[src/rtl/mem_access_unit.sv]
// Memory-stage access unit: issues one bus request per load/store, stalls the
// upstream pipeline while the request is outstanding, times out after 16
// unacknowledged cycles and hands a one-cycle result to the MEM/WB register.
module mem_access_unit (
  input  logic        clk,
  input  logic        rst,
  input  logic        i_valid,
  input  logic        i_mem_read,
  input  logic        i_mem_write,
  input  logic        i_mem_to_reg,
  input  logic [3:0]  i_wb_dst,
  input  logic [15:0] i_alu_result,
  input  logic [15:0] i_wdata,
  input  logic        i_flush,
  output logic        o_mreq,
  output logic        o_mwe,
  output logic [15:0] o_maddr,
  output logic [15:0] o_mwdata,
  input  logic        i_mack,
  input  logic [15:0] i_mrdata,
  output logic        o_valid,
  output logic        o_mem_to_reg,
  output logic [3:0]  o_wb_dst,
  output logic [15:0] o_mem_data,
  output logic [15:0] o_alu_result,
  output logic        o_stall,
  output logic        o_err
);

  localparam int unsigned DW = 16;
  localparam int unsigned RW = 4;
  localparam int unsigned CW = 4;

  typedef enum logic [1:0] {IDLE, REQ, DONE} state_t;

  state_t        state_q, state_d;
  logic [CW-1:0] cnt_q, cnt_d;
  logic          squash_q, squash_d;
  logic          err_q, err_d;

  logic [DW-1:0] lat_addr_q, lat_addr_d;
  logic [DW-1:0] lat_wdata_q, lat_wdata_d;
  logic [RW-1:0] lat_dst_q, lat_dst_d;
  logic          lat_m2r_q, lat_m2r_d;
  logic          lat_we_q, lat_we_d;

  logic          valid_q, valid_d;
  logic          m2r_q, m2r_d;
  logic [RW-1:0] dst_q, dst_d;
  logic [DW-1:0] mdata_q, mdata_d;
  logic [DW-1:0] alu_q, alu_d;

  logic          accept_c;
  logic          fin_c;
  logic [DW-1:0] fin_data_c;

  assign accept_c = (state_q == IDLE) && i_valid && !i_flush && (i_mem_read || i_mem_write);

  // Next-state, latch and result computation; result outputs default to zero.
  always_comb begin
    state_d     = state_q;
    cnt_d       = cnt_q;
    squash_d    = squash_q;
    err_d       = err_q;
    lat_addr_d  = lat_addr_q;
    lat_wdata_d = lat_wdata_q;
    lat_dst_d   = lat_dst_q;
    lat_m2r_d   = lat_m2r_q;
    lat_we_d    = lat_we_q;
    valid_d     = 1'b0;
    m2r_d       = 1'b0;
    dst_d       = '0;
    mdata_d     = '0;
    alu_d       = '0;
    fin_c       = 1'b0;
    fin_data_c  = '0;

    case (state_q)
      IDLE: begin
        if (accept_c) begin
          lat_addr_d  = i_alu_result;
          lat_wdata_d = i_wdata;
          lat_dst_d   = i_wb_dst;
          lat_m2r_d   = i_mem_to_reg;
          lat_we_d    = i_mem_write;
          cnt_d       = '0;
          squash_d    = 1'b0;
          state_d     = REQ;
        end else if (i_valid && !i_flush) begin
          valid_d = 1'b1;
          alu_d   = i_alu_result;
          dst_d   = i_wb_dst;
          m2r_d   = i_mem_to_reg;
        end
      end
      REQ: begin
        // A flush cannot abort the bus cycle; it only squashes the result.
        if (i_flush) squash_d = 1'b1;
        if (i_mack) begin
          fin_c      = 1'b1;
          fin_data_c = lat_we_q ? '0 : i_mrdata;
          state_d    = DONE;
        end else if (cnt_q == CW'(15)) begin
          fin_c   = 1'b1;
          err_d   = 1'b1;
          state_d = DONE;
        end else begin
          cnt_d = cnt_q + CW'(1);
        end
      end
      DONE: begin
        state_d = IDLE;
      end
      default: begin
        state_d = IDLE;
      end
    endcase

    if (fin_c && !(squash_q || i_flush)) begin
      valid_d = 1'b1;
      alu_d   = lat_addr_q;
      dst_d   = lat_dst_q;
      m2r_d   = lat_m2r_q;
      mdata_d = fin_data_c;
    end
  end

  // State, latched request and registered result outputs.
  always_ff @(posedge clk) begin
    if (rst) begin
      state_q     <= IDLE;
      cnt_q       <= '0;
      squash_q    <= 1'b0;
      err_q       <= 1'b0;
      lat_addr_q  <= '0;
      lat_wdata_q <= '0;
      lat_dst_q   <= '0;
      lat_m2r_q   <= 1'b0;
      lat_we_q    <= 1'b0;
      valid_q     <= 1'b0;
      m2r_q       <= 1'b0;
      dst_q       <= '0;
      mdata_q     <= '0;
      alu_q       <= '0;
    end else begin
      state_q     <= state_d;
      cnt_q       <= cnt_d;
      squash_q    <= squash_d;
      err_q       <= err_d;
      lat_addr_q  <= lat_addr_d;
      lat_wdata_q <= lat_wdata_d;
      lat_dst_q   <= lat_dst_d;
      lat_m2r_q   <= lat_m2r_d;
      lat_we_q    <= lat_we_d;
      valid_q     <= valid_d;
      m2r_q       <= m2r_d;
      dst_q       <= dst_d;
      mdata_q     <= mdata_d;
      alu_q       <= alu_d;
    end
  end

  // Bus signals decode directly from the state register.
  assign o_mreq   = (state_q == REQ);
  assign o_mwe    = o_mreq && lat_we_q;
  assign o_maddr  = o_mreq ? lat_addr_q : '0;
  assign o_mwdata = o_mreq ? lat_wdata_q : '0;

  assign o_stall      = accept_c || (state_q == REQ);
  assign o_err        = err_q;
  assign o_valid      = valid_q;
  assign o_mem_to_reg = m2r_q;
  assign o_wb_dst     = dst_q;
  assign o_mem_data   = mdata_q;
  assign o_alu_result = alu_q;

endmodule

[config.mk]
export PLATFORM = sky130hd
export DESIGN_NAME = mem_access_unit
export DESIGN_NICKNAME = d
export VERILOG_FILES = /design/src/rtl/mem_access_unit.sv
export SDC_FILE = /design/constraint.sdc
export NUM_CORES = 1
export LEC_CHECK = 0
export BUFFER_PORTS_ARGS = -buffer_cell sky130_fd_sc_hd__buf_2
export CORE_AREA = 3 3 117 108
export CTS_CLUSTER_SIZE = 28
export DETAILED_ROUTE_END_ITERATION = 16
export DIE_AREA = 0 0 120 111
export SYNTH_ARGS = -nofsm -noshare
export SYNTH_HDL_FRONTEND = slang
export SYNTH_SLANG_ARGS = --single-unit
export TNS_END_PERCENT = 5
[constraint.sdc]
create_clock -name clk -period 1.4 [get_ports clk]
set_input_delay 0.21 -clock clk [delete_from_list [all_inputs] [get_ports clk]]
set_output_delay 0.21 -clock clk [all_outputs]
set_load 0.01 [all_outputs]
# Word-level counts from Yosys, hierarchy flattened
# Cells that the tools add are included.
# word_totals
regBits,84
latchBits,0
mem_bits_rw,0
rom_bits,0
in_bits,60
n_memories,0
# op_classes
n_addsub,1
multipliers,0
div,0
n_lt_le_gt_ge,0
n_eq_ne,7
shift,0
mux,32
n_bitwise,3
reduce_logical,19
# op_table
cell,count
$mux 16,6
$mux 4,7
$mux 1,13
$ne 2x2->1 const B,4
$pmux 4 s2,1
$logic_and 1x1->1,6
$mux 2,3
$reduce_and 3->1,2
$reduce_or 5->1,1
$add 4x1->4 const B,1
$eq 4x4->1 const B,1
$pmux 2 s2,1
$reduce_and 2->1,2
$reduce_and 4->1,1
$logic_or 1x1->1,3
$ne 3x1->1 const B,1
$not 1->1,3
$eq 2x1->1 const B,1
$logic_not 1->1,2
$logic_not 2->1,1
$pmux 1 s2,1
$reduce_bool 2->1,1

# Longest topological paths before layout
# depth
depth_word,7
mapped_depth,5
depth_no_buf,4

# Worst setup path after synthesis
# Ideal clock, no wire load.
# synth_path
kind,reg-to-output
start,reg state_q[1]
end,out o_stall
arrival_time_ns,1.426
t_required_ns,1.190
slack_ns,-0.236
stages_incl_launch_ff,4
cell_sequence,dfxtp_1 > or4b_1 > clkbuf_1 > o21ai_0
# synth_between
elab_chain_len,5
word_cells_on_any_way,6
cone_classes,eq/ne: 1; reduce/logical: 5
# synth_rtl
element,line_no,source
from (decl),36,"state_t state_q, state_d;"
from (signal assigned),146,state_q <= state_d;
$logic_not 2->1,57,assign accept_c = (state_q == IDLE) && i_valid && !i_flush && (i_mem_read || i_mem_write);
$logic_and 1x1->1 (3 in a row),57,
$logic_or 1x1->1 *,169,assign o_stall = accept_c || (state_q == REQ);
to (decl),26,"output logic o_stall,"
# Mark *: on every way between the ends. The rest lies on a longest branch, timed or not.

# Worst setup path in the final report
# Ends and elaborated chain as after synthesis.

==> flow_summary.yaml <==
clock_network:
  cts_max_level: 3
  cts_root_buf: "clkbuf_16"
  holdBufCountCts: 0
  cts.sinks: 84
  clockBufferDepth: 2
  clk_pin_slew_worst_paths_ps: 60
  numCtsBuffers: 9
  cts_tree: "done"
  insertion_delay_ps: 340
detailed_routing:
  wirelength_mm: 9.962
  dr.first_iter.drc_count: 191
  vias: 3234
  via_per_inst: 4.770
  post_drt_wl_per_cell_um: 14.69
  drc: 0
  drt.antenna.violating_nets: 0
  drtPass1Iterations: 4
global_route:
  antenna_found_initial: 0
  grt_pass1_wl_mm: 15.98
  grt_usage_pct: 14.63
  gr-total-overflow: 0
  grt_max_degree: 62
  grt_pass1_vias: 3153
synthesis:
  synth-async-reset-ratio_pct: 0
  yosys_register_bits: 84
  synth_area_leaders: "dfxtp_1, nand3_1, and2_1"
  syn_nets: 446
  yosysSeqAreaShare_pct: 50.87
  synth_flop_cell: "dfxtp_1"
  postSynthCellCount: 385
  synth_cell_type_count: 31
  synth_top_area_share_pct: 50.87
  synth-edff-count: 0
  yosysWarningCount: 0
  syn-cell-area_um2: 3306
  yosysTopAreaCell: "dfxtp_1"
  avgSynthCellArea_um2: 8.586
worst_setup_path:
  cp-startpoint: "state_q[1]$_SDFFE_PP0P_"
  r2r-start: "state_q[1]$_SDFFE_PP0P_"
  setup.worst_path.start_class: "register"
  crit_required_ps: 1190
  reg2reg_slack_ps: -230
  crit_path_max_incr_delay_ps: 550
  worstRegToRegCells: 5
  worst_path_max_delay_cell: "or4b_4"
  crit_fanout: 3
  cp-endpoint: "o_stall"
  worst-setup-path-type: "reg -> out"
  crit_arrival_ps: 1500
  crit_chain: "or4b_4, o21ai_4, buf_2"
  worstReg2RegEnd: "lat_wdata_q[15]$_SDFFE_PP0P_"
  crit_path_end_kind: "primary output"
power:
  ir_worst_vdd_uv: 767.3
  p_seq_share_pct: 44.5
  p_sw_share_pct: 23.82
  p_clk_share_pct: 45.9
  finalPower_mw: 5.593
  p_switching_mw: 1.332
  power_frac_comb_pct: 9.7
  power_density_nw_per_um2: 1175
  p_leak_nw: 2.045
  p_int_mw: 4.261
floorplan:
  initial_core_util_pct: 28.91
  die_w_um: 120
  die_y_um: 111
  num_rows: 37
  io-pin-count: 134
  core_um2: 11430
  dieArea_um2: 13320
place:
  gp_congestion: 0.7525
  portBuffers: 133
  placed_cells: 658
  postPlaceCellArea_um2: 4269
  dp_hpwl_mm: 6.458
cells_and_area:
  final_common_cell: "buf_2"
  nets: 578
  seq_area_um2: 1687
  fill_cells: 1143
  layout_common_cells: "buf_2, dfxtp_1, nand3_1"
  multi_input_area_um2: 1536
  n_antenna_cell: 0
  layout.cells.non_filler: 678
  syn_to_final_growth_pct: 44.02
  drive_above_1_share_pct: 36.59
  design_area_um2: 4761
timing:
  finalClockSkew_ps: 7.067
  finalSetupViolations: 99
  worst_pin_slew_ps: 392.1
  finalMaxSlewViolations: 0
  slew-limit-headroom_pct: 73.86
  period_needed_ps: 1710
  period_share_pct: 122.1
  rsz0062_at_grt: "true"
  max_freq_mhz: 584.8
  setup_ws_ps: -309.9
  finalHoldViolCount: 0
  whs_ps: 74.70
status:
  violations: "negative setup slack"
  outcome: "finished with violations"
hold_path:
  min_path_type: "in -> reg"
job:
  maxCapViolCount: 0
[synthesized netlist by cell type, types with 3 or more instances]
cell / number
a21oi_1: 61
and2_1: 49
buf_1: 4
buf_2: 7
clkbuf_1: 25
dfxtp_1: 84
inv_1: 4
nand2b_1: 3
nand3_1: 80
nor2_1: 3
o21ai_0: 36
o21ai_1: 6
[through the flow]
| step | worst slack, ps | TNS (ps) | util, % |
|---|---|---|---|
| 2_1_floorplan | -12.52 | -255.5 | - |
| 3_3_place_gp | -109.7 | -3184 | 37.33 |
| 3_5_place_dp | -162.0 | -5617 | 37.33 |
| 4_1_cts | -327.2 | -16740 | 40.93 |
| 5_1_grt | -347.8 | -22670 | 41.63 |
| 6_report | -309.9 | -16130 | 41.63 |
[metal layers]
metal / up-vias / GRT usage, % / routed length, um
li1: 1611 / - / -
met1: 1509 / 19.26 / 4629
met2: 105 / 23.75 / 4647
met3: 9 / 3.673 / 566
met4: 0 / 4.122 / 119
met5: - / 0 / 0
[repair_timing]
action	in CTS	in global routing
cloned	1	2
setup endpoints to repair	106	117
pin swaps	9	0
resized for setup	21	29
setup buffers	1	0
[worst max-delay path: cells and delay by family (launching register included)]
kind            cells  cell delay (ps)
flops               1              320
compound gates      1              150
buf+inv             1              150
simple gates        1              550
[kinds of logic after synthesis]
group / Yosys count / share of synthesized area (%)
AO/OA/AOI/OAI: 111 / 17.37
adder cells (fa/ha/maj): 1 / 0.3784
buffers and inverters: 40 / 4.807
flip-flops: 84 / 50.87
AND/OR/NAND/NOR: 149 / 26.57
[power groups by stage]
stage	sequential (mW)	combinational, mW	clock [mW]
final	2.49	0.540	2.57
after floorplan	2.54	0.245	0
after global placement	2.54	0.473	0
after detailed placement	2.54	0.483	0
after CTS	2.49	0.515	2.64
after global routing	2.49	0.593	2.76
[layout make-up]
class / count / share of cell area (%)
sequential: 84 / 35.43
inverter: 4 / 0.4731
multi-input combinational: 261 / 32.27
clock buffer: 9 / 4.731
tap: 156 / 4.100
timing repair buffer: 157 / 20.89
clock inverter: 7 / 2.102
[how the worst min path moves through the flow]
stage	from	endpoint	cells past startpoint
after floorplan	i_mrdata[0]	o_mem_data[0]$_SDFF_PP0_	1
after global placement	i_mrdata[7]	o_mem_data[7]$_SDFF_PP0_	2
after detailed placement	i_mrdata[8]	o_mem_data[8]$_SDFF_PP0_	2
after CTS	i_mrdata[6]	o_mem_data[6]$_SDFF_PP0_	2
after global routing	i_mrdata[12]	o_mem_data[12]$_SDFF_PP0_	2
final	i_mrdata[9]	o_mem_data[9]$_SDFF_PP0_	2
No activity file was read; power rests on OpenSTA's default activity.
